## src/rtl/seg7_scan_mux_if.sv

```systemverilog
// seg7_scan_mux_if: digit/control inputs and display outputs of the
// four-digit seven-segment scanner.
//   digits_in [15:0] four BCD digits, [3:0] = rightmost digit
//   load             1-cycle strobe, capture digits_in
//   lzb              leading-zero blanking enable (live)
//   segments  [6:0]  active-high segments, [0]=a .. [6]=g
//   digit_en  [3:0]  one-hot active-high digit select
//   frame_done       1-cycle pulse at each frame boundary
// master = digit source / display driver side, slave = scanner.
interface seg7_scan_mux_if;
  logic [15:0] digits_in;
  logic        load;
  logic        lzb;
  logic [6:0]  segments;
  logic [3:0]  digit_en;
  logic        frame_done;

  modport master (output digits_in, load, lzb,
                  input  segments, digit_en, frame_done);
  modport slave  (input  digits_in, load, lzb,
                  output segments, digit_en, frame_done);
endinterface

```

## src/rtl/seg7_scan_mux.sv

```systemverilog
// seg7_digit_dec: BCD to seven-segment pattern; codes 10-15 show a dash.
//   bcd [3:0] in, seg [6:0] out ([0]=a .. [6]=g, active high)
//
// seg7_scan_mux: four-digit time-multiplexed seven-segment scanner.
// Each slot is BLANK dark cycles followed by DWELL lit cycles; slots scan
// digit 0..3. Loaded digits sit in a pending register and are copied into
// the displayed shadow only at a frame boundary, so a frame never mixes
// old and new digits.
//   clk, reset_n   clock, asynchronous active-low reset
//   bus (slave)    digits_in/load/lzb in, segments/digit_en/frame_done out
module seg7_digit_dec (
  input  logic [3:0] bcd,
  output logic [6:0] seg
);
  always_comb begin
    case (bcd)
      4'd0:    seg = 7'h3F;
      4'd1:    seg = 7'h06;
      4'd2:    seg = 7'h5B;
      4'd3:    seg = 7'h4F;
      4'd4:    seg = 7'h66;
      4'd5:    seg = 7'h6D;
      4'd6:    seg = 7'h7D;
      4'd7:    seg = 7'h07;
      4'd8:    seg = 7'h7F;
      4'd9:    seg = 7'h6F;
      default: seg = 7'h40;
    endcase
  end
endmodule

module seg7_scan_mux #(
  parameter int DWELL = 250,
  parameter int BLANK = 8
) (
  input  logic          clk,
  input  logic          reset_n,
  seg7_scan_mux_if.slave bus
);
  localparam int NUM_DIGITS = 4;
  localparam int MAXC       = (BLANK > DWELL) ? BLANK : DWELL;
  localparam int CW         = (MAXC > 1) ? $clog2(MAXC) : 1;
  localparam logic [CW-1:0] BLANK_LAST = CW'(BLANK - 1);
  localparam logic [CW-1:0] DWELL_LAST = CW'(DWELL - 1);

  typedef enum logic {ST_BLANK, ST_SHOW} state_t;

  state_t          state, state_d;
  logic [1:0]      idx, idx_d;
  logic [CW-1:0]   cnt, cnt_d;
  logic [6:0]      seg_q, seg_d;
  logic [3:0]      en_q, en_d;
  logic            fd_q, fd_d;

  logic [15:0]     shadow, pending;
  logic            pending_valid;
  logic            boundary;

  logic [NUM_DIGITS-1:0][6:0] dec_pat;
  logic [NUM_DIGITS-1:0]      sup;

  // One decoder per digit slot, all fed from the frame-stable shadow.
  for (genvar k = 0; k < NUM_DIGITS; k++) begin : g_dig
    seg7_digit_dec u_dec (.bcd(shadow[4*k +: 4]), .seg(dec_pat[k]));
    // Digit k is a leading zero when it and every digit left of it is 0;
    // the rightmost digit always shows.
    if (k == 0) begin : g_d0
      assign sup[k] = 1'b0;
    end else begin : g_dn
      assign sup[k] = bus.lzb & ~|shadow[15:4*k];
    end
  end

  assign boundary = (state == ST_SHOW) && (cnt == DWELL_LAST) && (idx == 2'd3);

  always_comb begin
    state_d = state;
    cnt_d   = cnt + 1'b1;
    idx_d   = idx;
    seg_d   = seg_q;
    en_d    = en_q;
    fd_d    = 1'b0;
    case (state)
      ST_BLANK: begin
        if (cnt == BLANK_LAST) begin
          state_d = ST_SHOW;
          cnt_d   = '0;
          // A suppressed digit keeps its slot time but stays dark.
          en_d    = sup[idx] ? 4'b0000 : (4'b0001 << idx);
          seg_d   = sup[idx] ? 7'h00 : dec_pat[idx];
        end
      end
      ST_SHOW: begin
        if (cnt == DWELL_LAST) begin
          state_d = ST_BLANK;
          cnt_d   = '0;
          en_d    = '0;
          seg_d   = '0;
          idx_d   = idx + 2'd1;
          fd_d    = boundary;
        end
      end
      default: begin
        state_d = ST_BLANK;
        cnt_d   = '0;
      end
    endcase
  end

  always_ff @(posedge clk or negedge reset_n) begin
    if (!reset_n) begin
      state <= ST_BLANK;
      cnt   <= '0;
      idx   <= '0;
      seg_q <= '0;
      en_q  <= '0;
      fd_q  <= 1'b0;
    end else begin
      state <= state_d;
      cnt   <= cnt_d;
      idx   <= idx_d;
      seg_q <= seg_d;
      en_q  <= en_d;
      fd_q  <= fd_d;
    end
  end

  // A load landing on the boundary edge itself goes straight to the shadow
  // and discards any older pending value.
  always_ff @(posedge clk or negedge reset_n) begin
    if (!reset_n) begin
      shadow        <= '0;
      pending       <= '0;
      pending_valid <= 1'b0;
    end else if (boundary) begin
      if (bus.load)           shadow <= bus.digits_in;
      else if (pending_valid) shadow <= pending;
      pending_valid <= 1'b0;
    end else if (bus.load) begin
      pending       <= bus.digits_in;
      pending_valid <= 1'b1;
    end
  end

  assign bus.segments   = seg_q;
  assign bus.digit_en   = en_q;
  assign bus.frame_done = fd_q;
endmodule

```

## src/flat_wrapper.sv

```systemverilog
// flat-port wrapper written by rule: the top's interface ports become plain ports
module seg7_scan_mux_flat 
#(
  parameter int DWELL = 250,
  parameter int BLANK = 8
)
  (clk, reset_n, bus_digits_in, bus_load, bus_lzb, bus_segments, bus_digit_en, bus_frame_done);
  seg7_scan_mux_if bus_i ();
  input  logic clk;
  input  logic reset_n;
  input wire logic [$bits(bus_i.digits_in)-1:0] bus_digits_in;
  input wire logic [$bits(bus_i.load)-1:0] bus_load;
  input wire logic [$bits(bus_i.lzb)-1:0] bus_lzb;
  output wire logic [$bits(bus_i.segments)-1:0] bus_segments;
  output wire logic [$bits(bus_i.digit_en)-1:0] bus_digit_en;
  output wire logic [$bits(bus_i.frame_done)-1:0] bus_frame_done;
  assign bus_i.digits_in = bus_digits_in;
  assign bus_i.load = bus_load;
  assign bus_i.lzb = bus_lzb;
  assign bus_segments = bus_i.segments;
  assign bus_digit_en = bus_i.digit_en;
  assign bus_frame_done = bus_i.frame_done;
  seg7_scan_mux #(.DWELL(DWELL), .BLANK(BLANK)) u_core (.clk(clk), .reset_n(reset_n), .bus(bus_i));
endmodule
```

## config.mk

```make
export PLATFORM = sky130hd
export DESIGN_NAME = seg7_scan_mux_flat
export DESIGN_NICKNAME = d
export VERILOG_FILES = /design/src/rtl/seg7_scan_mux_if.sv /design/src/rtl/seg7_scan_mux.sv /design/src/flat_wrapper.sv
export SDC_FILE = /design/constraint.sdc
export NUM_CORES = 1
export LEC_CHECK = 0
export BUFFER_PORTS_ARGS = -buffer_cell sky130_fd_sc_hd__clkbuf_2
export CORE_MARGIN = 1
export CORE_UTILIZATION = 30
export DETAILED_ROUTE_END_ITERATION = 16
export SLEW_MARGIN = 10
export SYNTH_ARGS = -nofsm -noshare
export SYNTH_HDL_FRONTEND = slang
export SYNTH_HIERARCHICAL = 1
export SYNTH_SLANG_ARGS = --single-unit
```

## constraint.sdc

```tcl
create_clock -name clk -period 5.7 [get_ports clk]
set_input_delay 0.57 -clock clk [delete_from_list [all_inputs] [get_ports clk]]
set_output_delay 0.57 -clock clk [all_outputs]
set_load 0.02 [all_outputs]
```

==> results <==
- The flow ran to the end, but the final reports show violations.
- After routing the design area is 3866 um^2.
- The initial utilization of the core area, before any placement, comes to 30.93%.
- The data arrival time at the worst-slack endpoint is 2.87 ns.
- The final reports fail on design-rule violations.
- The number of iterations in the first detailed-routing pass is 10.
- STA classifies the critical path endpoint as a flop.
- The biggest cell delay along the critical path is about 0.71 ns.
- The first global-routing pass estimated 11840 um of wire.
- Dividing the detail-routed wire length by the instance count gives approximately 15 um.
- The number of nets in the finished design is a little under 400.
- After technology mapping, the gate count stands at 327.
- For this design the static power due to leakage is 1.664 nW.
- The power density over the cells is 212.7 nW/um^2.
- In this run the post-CTS setup repair buffer count came out at 0.
- In this run the mean area of a mapped cell was 10.89 um^2.
- Along the worst path, the maximum fanout reaches 16.
- The final period demand of the worst path is about 2.7 ns.
- The fraction of synthesis flops using an asynchronous set or reset pin is 100.0%.
- The depth of the worst register-to-register path is 4.
- The total overflow left after global routing is 0.
- Entering global routing, the biggest net connects 57 pins.
- In this run, synthesis produced a sequential element count of 56.
- The path class of the tightest hold or removal check is primary input to asynchronous set/reset pin.
- Detailed routing inserted a total of 2435 vias.
- The placed instances occupy a cell area of 3721 um^2.
- The final core utilization is 33.57%.
- After routing, the total negative slack on setup checks comes to 0 ns.
- The number of antenna violations at the first check in global routing was 0.
- The tool flagged a number of max-cap violations equal to 0.
- The post-detailed-routing wire length is 7255 um.
- Of the available clock period, the critical path in the final layout requires 47.17%.
- The cell area after technology mapping is approximately 3600 um^2.
- For the final database, setup skew stands at 0.007113 ns.
- After floorplanning, the core was sized to cover 11520 um^2.
- The setup slack of the critical path after layout is 3.011 ns.
- The number of global-route vias before repair is about 2.3k.
- In this run, post-CTS hold repair placed 0 buffers.
- 0 antenna diodes ended up in the layout.
- The area growth from synthesis to layout is 8.535%.
- The sort of element at the start of the critical path is a flop.
- Global routing used 12.06% of the available tracks.
- The post-route antenna net violation count is 0.
- At the worst endpoint, the required time is 5.88 ns.
- The floorplan step set the die width to 111.0 um.
- The worst setup slack after placement is roughly 3 ns.
- The row count is 39.
- Dividing the detail-routed via count by the number of cells gives 4.990.
- The number of placed instances, taps included, is 480.
- The Yosys warning count is 6.
- Counting flops with a built-in enable in the synthesized netlist gives 0.
- The unique cell type count in the Yosys netlist is 45.
- The fraction of layout instances using a drive strength above 1 is 22.32%.
- Setup repair after global routing left no endpoint under its margin.
- After the first detailed-routing iteration, the DRC count stood at approximately 150.
- For this run, the leading register cell type out of synthesis is dfrtp_1.
- TritonCTS built the clock tree.
- The final number of setup-violating endpoints is 0.
- For this run, the number of standard cells in the final layout without fillers is 488.
- The worst hold slack after final layout is 0.4056 ns.
- Counting every sink on the clock net gives between 50 and 60.
- The count of pins over their slew limit was 0.
- The clock transition at the register clock pins on the worst setup and hold paths after CTS is 0.07 ns.
- The number of CTS-inserted buffers is 5.
- The total power consumption of the routed design is 0.8223 mW.
- The depth of the CTS H-tree is 2.
- The layout has roughly 1.2k filler cells.
- The floorplan step defined a die boundary enclosing 12310 um^2.
- The slowest stage of the critical path belongs to the cell nand2_1.
- The routability congestion estimate from global placement is 0.8406.
- The floorplan step set the die height to 111.0 um.
- The post-detailed-route DRC marker count is 4.
- The signal on the critical path passes through ha_1 -> nand3_1 -> nand2_1 -> mux2_2.
- The count of final hold-check violations is 0.
- The number of gates given a new drive strength after cts is 0.
- Of the synthesized area, sequential elements account for 39.34%.
- For the pin with the worst max-slew slack, the measured transition is 0.8123 ns.
- The clock reaches the later pin of the worst-skew pair after 0.30 ns.
- For this run, the top clock speed supported by timing is between 0.3 and 0.4 GHz.
- Clock tree synthesis selected as its root buffer the cell clkbuf_16.
- Counting along the longest clock path gives a buffer depth of 2.
- In this run the tool buffered the top-level ports with 31 buffer cells.
- The detailed-placement wirelength estimate is 5300 um.
- The I/O pin count is 32.
- Measured against its own limit, the worst slew margin works out to 45.48%.
- The worst IR drop on VDD is 115.5 uV.
- The number of nets in the synthesized netlist is 377.
- The critical setup path kind is flop to flop.
[synthesized netlist by cell type, drive strengths merged (6+ instances only)]
| library cell | count | area share, % |
|---|---|---|
| a21o | 9 | 1.9 |
| mux4 | 7 | 4.4 |
| clkbuf | 7 | 1.0 |
| mux2 | 20 | 6.6 |
| o2bb2ai | 12 | 3.0 |
| a21oi | 6 | 0.84 |
| dfrtp | 56 | 39 |
| a31oi | 12 | 2.1 |
| a22o | 11 | 3.0 |
| and2 | 13 | 2.3 |
| inv | 25 | 2.6 |
| nand2 | 9 | 0.95 |
| o22ai | 20 | 3.5 |
| ha | 30 | 11 |
| buf | 15 | 4.1 |
| o21ai | 10 | 1.4 |
| nor2 | 17 | 1.9 |
[layout make-up]
class                   instances  area [um^2]  area share (%)
flip-flops and latches         56         1401           36.25
repair buffers                 32        162.7           4.207
multi-input cells             224         1884           48.74
well taps                     143        178.9           4.628
inverters                      25        93.84           2.427
clock buffers                   6        128.9           3.333
clock inverters                 2        16.27          0.4207
[worst paths after layout]
kind / start / end / slack (ns)
worst max register to register: u_core/idx[0] / u_core/pending[3] / 3.01
worst min-delay path: reset_n / u_core/bus.segments[3] / 0.41
min in group clk: u_core/bus.segments[0] / u_core/bus.segments[0] / 0.51
worst max-delay path: u_core/idx[0] / u_core/pending[3] / 3.01
worst min register to register: u_core/bus.segments[0] / u_core/bus.segments[0] / 0.51
max in group asynchronous: reset_n / u_core/pending[0] / 4.82
[state kept, by name, indices dropped and copies added (netlist names)]
register,flops
u_core/bus.frame_done,1
u_core/bus.segments,7
u_core/pending,16
u_core/shadow,16
u_core/cnt,8
u_core/idx,2
u_core/pending_valid,1
u_core/state,1
u_core/bus.digit_en,4
[logic make-up (layout without fill, tap and decap cells)]
| logic type | after synthesis | after routing | share of synthesized area [%] |
|---|---|---|---|
| multiplexers | 27 | 27 | 11.06 |
| flip-flops | 56 | 56 | 39.34 |
| XOR/XNOR | 7 | 7 | 1.721 |
| AND/OR/NAND/NOR | 71 | 71 | 11.59 |
| buffers and inverters | 47 | 65 | 7.762 |
| AO/OA/AOI/OAI | 89 | 89 | 17.98 |
| adder cells (fa/ha/maj) | 30 | 30 | 10.54 |
[cell usage in the layout, fill, tap and decap left out, types with 5 or more instances in the layout]
cell type,synthesis,final
nand2_1,9,9
mux2_2,17,17
and2_1,13,13
clkbuf_2,0,31
nor2_1,16,16
o22ai_1,20,20
a21o_1,8,8
inv_1,25,25
dfrtp_1,56,56
nor2b_1,5,5
a31oi_1,12,12
ha_1,30,30
o21ai_0,10,9
clkbuf_16,0,5
mux4_2,7,7
o2bb2ai_1,12,12
a21oi_1,6,6
a22o_1,9,9
[routing by layer]
layer	up-vias	global-route usage [%]	share of wire, %
met4	0	2.740	0.80
met5	-	0	0
met2	44	17.44	42
met3	8	2.788	3.9
met1	1172	18.01	53
li1	1211	-	-
[report_power, final]
part / internal (mW) / switching, mW
logic: 0.0428 / 0.0420
registers: 0.413 / 0.0183
clock network: 0.164 / 0.142
total: 0.620 / 0.203
[critical path: cells and delay by family, from the launching register on]
kind,cells,cell delay (ns)
adders and majority gates,1,0.35
DFF,1,0.69
and+or+nand+nor,2,1.12
muxes,1,0.41
Power figures use the tool's default switching activity.
